### src/rtl/crc_word_packer.sv
// Packs a byte stream into DATA_W-bit words for the crc engine and returns word+CRC on a valid/ready port.
// Optional WAIT timeout with m_err reporting is enabled by defining CRC_PACKER_TIMEOUT_EN.
module crc_word_packer #(
    parameter int unsigned DATA_W   = 256,
    parameter int unsigned CRC_W    = 32,
    parameter logic [7:0]  PAD_BYTE = 8'h00,
    parameter int unsigned TIMEOUT  = 64
) (
    input  logic              clk,
    input  logic              rst,
    input  logic              s_valid,
    output logic              s_ready,
    input  logic [7:0]        s_data,
    input  logic              s_last,
    output logic [DATA_W-1:0] data_raw,
    output logic              crc_rst,
    input  logic              crc_done,
    input  logic [CRC_W-1:0]  crc_in,
    output logic              m_valid,
    input  logic              m_ready,
    output logic [DATA_W-1:0] m_word,
    output logic [CRC_W-1:0]  m_crc,
    output logic [5:0]        m_len,
    output logic              m_last,
    output logic              m_err
);

    localparam int unsigned NBYTES = DATA_W / 8;
    localparam int unsigned CNT_W  = (NBYTES > 1) ? $clog2(NBYTES) : 1;
    localparam logic [DATA_W-1:0] PAD_WORD = {NBYTES{PAD_BYTE}};

    // m_len is 6 bits wide, so at most 63 bytes per word can be described.
    if ((DATA_W % 8) != 0 || NBYTES == 0 || NBYTES > 63 || TIMEOUT == 0) begin : g_bad_cfg
        $error("crc_word_packer: unsupported DATA_W/TIMEOUT configuration");
    end

    typedef enum logic [1:0] {
        ST_FILL,
        ST_LOAD,
        ST_WAIT,
        ST_OUT
    } state_t;

    state_t             state;
    logic [DATA_W-1:0]  word;
    logic [CNT_W-1:0]   count;
    logic               accept;

    assign data_raw = word;
    assign m_word   = word;
    assign accept   = s_valid & s_ready;

`ifdef CRC_PACKER_TIMEOUT_EN
    localparam int unsigned TO_W = $clog2(TIMEOUT + 1);
    logic [TO_W-1:0] to_cnt;
`else
    assign m_err = 1'b0;
`endif

    // Fill -> freeze (LOAD) -> engine runs (WAIT) -> hold result until taken (OUT).
    always_ff @(posedge clk) begin
        if (rst) begin
            state   <= ST_FILL;
            s_ready <= 1'b1;
            crc_rst <= 1'b1;
            word    <= PAD_WORD;
            count   <= '0;
            m_valid <= 1'b0;
            m_crc   <= '0;
            m_len   <= '0;
            m_last  <= 1'b0;
`ifdef CRC_PACKER_TIMEOUT_EN
            m_err   <= 1'b0;
            to_cnt  <= '0;
`endif
        end else begin
            case (state)
                ST_FILL: begin
                    if (accept) begin
                        for (int unsigned i = 0; i < NBYTES; i++) begin
                            if (count == CNT_W'(i)) begin
                                word[(NBYTES-1-i)*8 +: 8] <= s_data;
                            end
                        end
                        count <= count + CNT_W'(1);
                        // A full word closes even without s_last; the packet continues in the next word.
                        if (s_last || count == CNT_W'(NBYTES - 1)) begin
                            state   <= ST_LOAD;
                            s_ready <= 1'b0;
                            m_len   <= 6'(count) + 6'd1;
                            m_last  <= s_last;
                        end
                    end
                end
                ST_LOAD: begin
                    state   <= ST_WAIT;
                    crc_rst <= 1'b0;
`ifdef CRC_PACKER_TIMEOUT_EN
                    to_cnt  <= '0;
`endif
                end
                ST_WAIT: begin
                    if (crc_done) begin
                        m_crc   <= crc_in;
                        m_valid <= 1'b1;
                        crc_rst <= 1'b1;
                        state   <= ST_OUT;
                    end
`ifdef CRC_PACKER_TIMEOUT_EN
                    else if (to_cnt == TO_W'(TIMEOUT - 1)) begin
                        m_crc   <= '0;
                        m_err   <= 1'b1;
                        m_valid <= 1'b1;
                        crc_rst <= 1'b1;
                        state   <= ST_OUT;
                    end else begin
                        to_cnt <= to_cnt + TO_W'(1);
                    end
`endif
                end
                ST_OUT: begin
                    if (m_ready) begin
                        m_valid <= 1'b0;
                        word    <= PAD_WORD;
                        count   <= '0;
                        s_ready <= 1'b1;
                        state   <= ST_FILL;
`ifdef CRC_PACKER_TIMEOUT_EN
                        m_err   <= 1'b0;
`endif
                    end
                end
                default: begin
                    state <= ST_FILL;
                end
            endcase
        end
    end

endmodule

### config.mk
export PLATFORM = sky130hd
export DESIGN_NAME = crc_word_packer
export DESIGN_NICKNAME = d
export VERILOG_FILES = /design/src/rtl/crc_word_packer.sv
export SDC_FILE = /design/constraint.sdc
export NUM_CORES = 1
export LEC_CHECK = 0
export BUFFER_PORTS_ARGS = -buffer_cell sky130_fd_sc_hd__buf_2
export CORE_AREA = 4 4 232 234
export DETAILED_ROUTE_END_ITERATION = 6
export DIE_AREA = 0 0 236 238
export PLACE_DENSITY = 0.48
export SLEW_MARGIN = 10
export SYNTH_ARGS = -nofsm -noshare
export SYNTH_HDL_FRONTEND = slang
export SYNTH_SLANG_ARGS = --single-unit
export TNS_END_PERCENT = 30
### constraint.sdc
create_clock -name clk -period 2.7 [get_ports clk]
set_input_delay 0 -clock clk [delete_from_list [all_inputs] [get_ports clk]]
set_output_delay 0 -clock clk [all_outputs]
set_load 0.01 [all_outputs]
==> flow_metrics.env <==
export IMPL_h_tree_depth=2
export IMPL_numClockSinks=305
export IMPL_hold_slack_ps=27.9
export IMPL_fin_util_pct=35.1
export IMPL_synth_top_cell_area_share_pct=42.4
export IMPL_dp_hpwl_mm=33.8
export IMPL_die_x_um=236
export IMPL_setup_viol=0
export IMPL_async_reset_ff_share_pct=0
export IMPL_syn_area_mm2=0.0144
export IMPL_power_density_mw_per_mm2=1100
export IMPL_finalClockSkew_ps=13.2
export IMPL_placed_area_mm2=0.0165
export IMPL_p_int_uw=12300
export IMPL_tightest_slew_ps=1060
export IMPL_path_clk_slew_ps=60
export IMPL_place_congestion=0.801
export IMPL_hp_class="in -> reg"
export IMPL_syn_inst=1416
export IMPL_post_cts_resize_count=0
export IMPL_worstPathArrival_ps=2990
export IMPL_fin_setup_tns_ps=0
export IMPL_cap_violations=0
export IMPL_clockPowerShare_pct=26.3
export IMPL_critPathBufInv=4
export IMPL_fill_cells=5282
export IMPL_r2r_cells=7
export IMPL_path_delay_family="buffers and inverters"
export IMPL_yosysTopAreaCell="dfxtp_1"
export IMPL_grt_max_degree=157
export IMPL_nNetsFinal=1853
export IMPL_start_util_pct=27.7
export IMPL_insertion_delay_ps=540
export IMPL_viasPerCell=4.35
export IMPL_routed_wl_mm=49.0
export IMPL_synthDistinctLibCells=43
export IMPL_wl_per_cell_um=19.5
export IMPL_track_usage_pct=16.4
export IMPL_drtPass1Iterations=4
export IMPL_drc=0
export IMPL_cts_root_buf="clkbuf_16"
export IMPL_core_area_mm2=0.0520
export IMPL_vias=10900
export IMPL_cts_made_buffers=37
export IMPL_syn_avg_cell_area_um2=10.2
export IMPL_synth_area_leaders="dfxtp_1 (42%), mux2i_1 (18%), buf_4 (14%)"
export IMPL_clock_path_buffers=3
export IMPL_max_vdd_ir_drop_uv=420
export IMPL_cp_slowest_stage_delay_ps=560
export IMPL_postRouteAntennaNets=0
export IMPL_switchingPower_uw=7670
export IMPL_yosys_warnings=0
export IMPL_rows=84
export IMPL_swShare_pct=38.4
export IMPL_path_max_fanout=13
export IMPL_status="finished, final reports clean"
export IMPL_ys_ff_latch=305
export IMPL_drt_iter0_markers=483
export IMPL_period_share_pct=92.5
export IMPL_path_cells="inv_1, ha_4, buf_4, nand4_1, dlygate4sd3_1, a21oi_1, dlygate4sd3_1"
export IMPL_synth_seq_area_share_pct=42.4
export IMPL_grt_pass1_vias=11000
export IMPL_relSlewSlack_pct=29.1
export IMPL_io_pins=601
export IMPL_rsz0062_at_grt="false"
export IMPL_cp_start_kind="register"
export IMPL_slowest_stage="dlygate4sd3_1"
export IMPL_fin_crit_ps=2500
export IMPL_cts_tree="yes"
export IMPL_dieArea_mm2=0.0562
export IMPL_cp_data_required_time_ps=3190
export IMPL_crit_top_cell="dlygate4sd3_1"
export IMPL_syn_num_nets=1472
export IMPL_multi_input_area_mm2=0.00603
export IMPL_regArea_mm2=0.00611
export IMPL_areaGrowthSynthToFinish_pct=26.7
export IMPL_cp_num_cells=7
export IMPL_io_buffers=599
export IMPL_combPwrFrac_pct=39.9
export IMPL_worst_setup_path_end_kind="register"
export IMPL_drive_above_1_share_pct=41.3
export IMPL_die_h_um=238
export IMPL_antenna_found_initial=0
export IMPL_antennaDiodeCount=0
export IMPL_leakagePower_uw=0.00827
export IMPL_pwr_share_seq_pct=33.8
export IMPL_grt_ovfl_total=0
export IMPL_path_class="reg -> reg"
export IMPL_grt_pass1_wl_mm=71.3
export IMPL_final_max_slew_viol_count=0
export IMPL_fmax_mhz=400
export IMPL_final_cell_area_mm2=0.0182
export IMPL_hold_path_depth=3
export IMPL_synth_edff_count=0
export IMPL_hold_viol=0
export IMPL_ys_flop_type="dfxtp_1"
==> final timing paths <==
| path | start | end | slack (ps) |
|---|---|---|---|
| worst max-delay path | state[0] | m_last | 200 |
| worst min-delay path | s_data[7] | data_raw[143] | 30 |
| worst max register to register | state[0] | m_last | 200 |
| worst min register to register | m_crc[25] | m_crc[25] | 450 |
==> cell usage after synthesis (2+ instances only) <==
| cell type | number |
|---|---|
| buf_4 | 259 |
| a211oi_4 | 19 |
| nand2_1 | 82 |
| or4b_4 | 4 |
| o211ai_1 | 2 |
| a21oi_2 | 2 |
| nand3_1 | 3 |
| nor2_1 | 6 |
| mux2i_1 | 258 |
| ha_1 | 10 |
| a211oi_2 | 11 |
| nand4bb_1 | 12 |
| or4_1 | 4 |
| a21oi_1 | 40 |
| nand4b_1 | 11 |
| nand2b_1 | 261 |
| clkbuf_1 | 69 |
| buf_1 | 3 |
| dfxtp_1 | 305 |
| a211oi_1 | 3 |
| nand4_1 | 6 |
| inv_1 | 8 |
| o21ai_0 | 4 |
| buf_2 | 15 |
==> flip-flops by register name, indices dropped and copies added, names as in the netlist <==
signal and cells:
count 5, m_valid 1, m_len 6, data_raw 256
crc_rst 1, state 2, s_ready 1, m_crc 32
m_last 1
==> layout by cell type, fill, tap and decap left out, types with 4 or more instances in the layout <==
cell,count
dlygate4sd3_1,46
o21ai_0,4
nor2_1,6
nand2_2,8
clkinv_2,5
a211oi_2,11
buf_4,33
ha_1,9
inv_1,8
clkbuf_1,9
nand4_1,6
nand2_1,74
buf_2,598
nand4bb_1,12
dfxtp_1,302
clkbuf_8,7
a211oi_4,19
bufinv_16,4
or4_1,4
nand4b_1,11
buf_12,11
nand2b_1,261
clkbuf_16,39
mux2i_1,257
or4b_4,4
a21oi_1,40
==> area by class of cell <==
class / count / area share (%)
Multi-Input combinational cell: 756 / 33.0
Sequential cell: 305 / 33.5
Tap cell: 688 / 4.72
Inverter: 8 / 0.165
Timing Repair Buffer: 689 / 21.6
Clock buffer: 55 / 6.06
Clock inverter: 13 / 0.974
==> cells by family after synthesis <==
family          count (synthesis)  share of synthesized area [%]
compound gates                 91                           6.10
simple gates                  395                           16.5
fa+ha+maj                      10                          0.869
buf+inv                       355                           16.1
xor+xnor                        1                         0.0608
other cells                     1                         0.0260
flops                         305                           42.4
mux                           258                           17.9
==> routing by layer <==
| layer | share of wire (%) | routed length [um] | GRT usage, % | up-vias |
|---|---|---|---|---|
| li1 | - | - | - | 5202 |
| met1 | 43 | 20800 | 20.3 | 5299 |
| met2 | 50 | 24400 | 29.2 | 376 |
| met3 | 5.0 | 2470 | 2.96 | 70 |
| met4 | 2.5 | 1230 | 4.84 | 0 |
| met5 | 0 | 0 | 0 | - |
==> power by group through the flow <==
stage	registers (uW)	clock network [uW]	logic [uW]
floorplan	7010	0	5330
global placement	6830	0	8010
detailed placement	6860	0	8040
CTS	6790	5430	8140
global route	6930	5610	8560
finish	6760	5260	7980
==> repair_timing <==
action,CTS,global route
buffers inserted,0,0
hold buffers,46,0
endpoints found under the hold margin,188,0
==> worst reg2reg max path, cell delays in order, from the launching register on <==
cell and delay, ps:
dfxtp_1 320, inv_1 150, ha_4 310, buf_4 290
nand4_1 120, dlygate4sd3_1 560, a21oi_1 140, dlygate4sd3_1 550
==> per-stage QoR <==
stage	power (uW)	std cells	setup WS (ps)
detailed placement	14900	2400	323
finish	20000	2514	203
floorplan	12300	1416	663
CTS	20400	2514	213
global placement	14800	2400	436
global route	21100	2514	65.8
No activity file was read; power rests on OpenSTA's default activity.
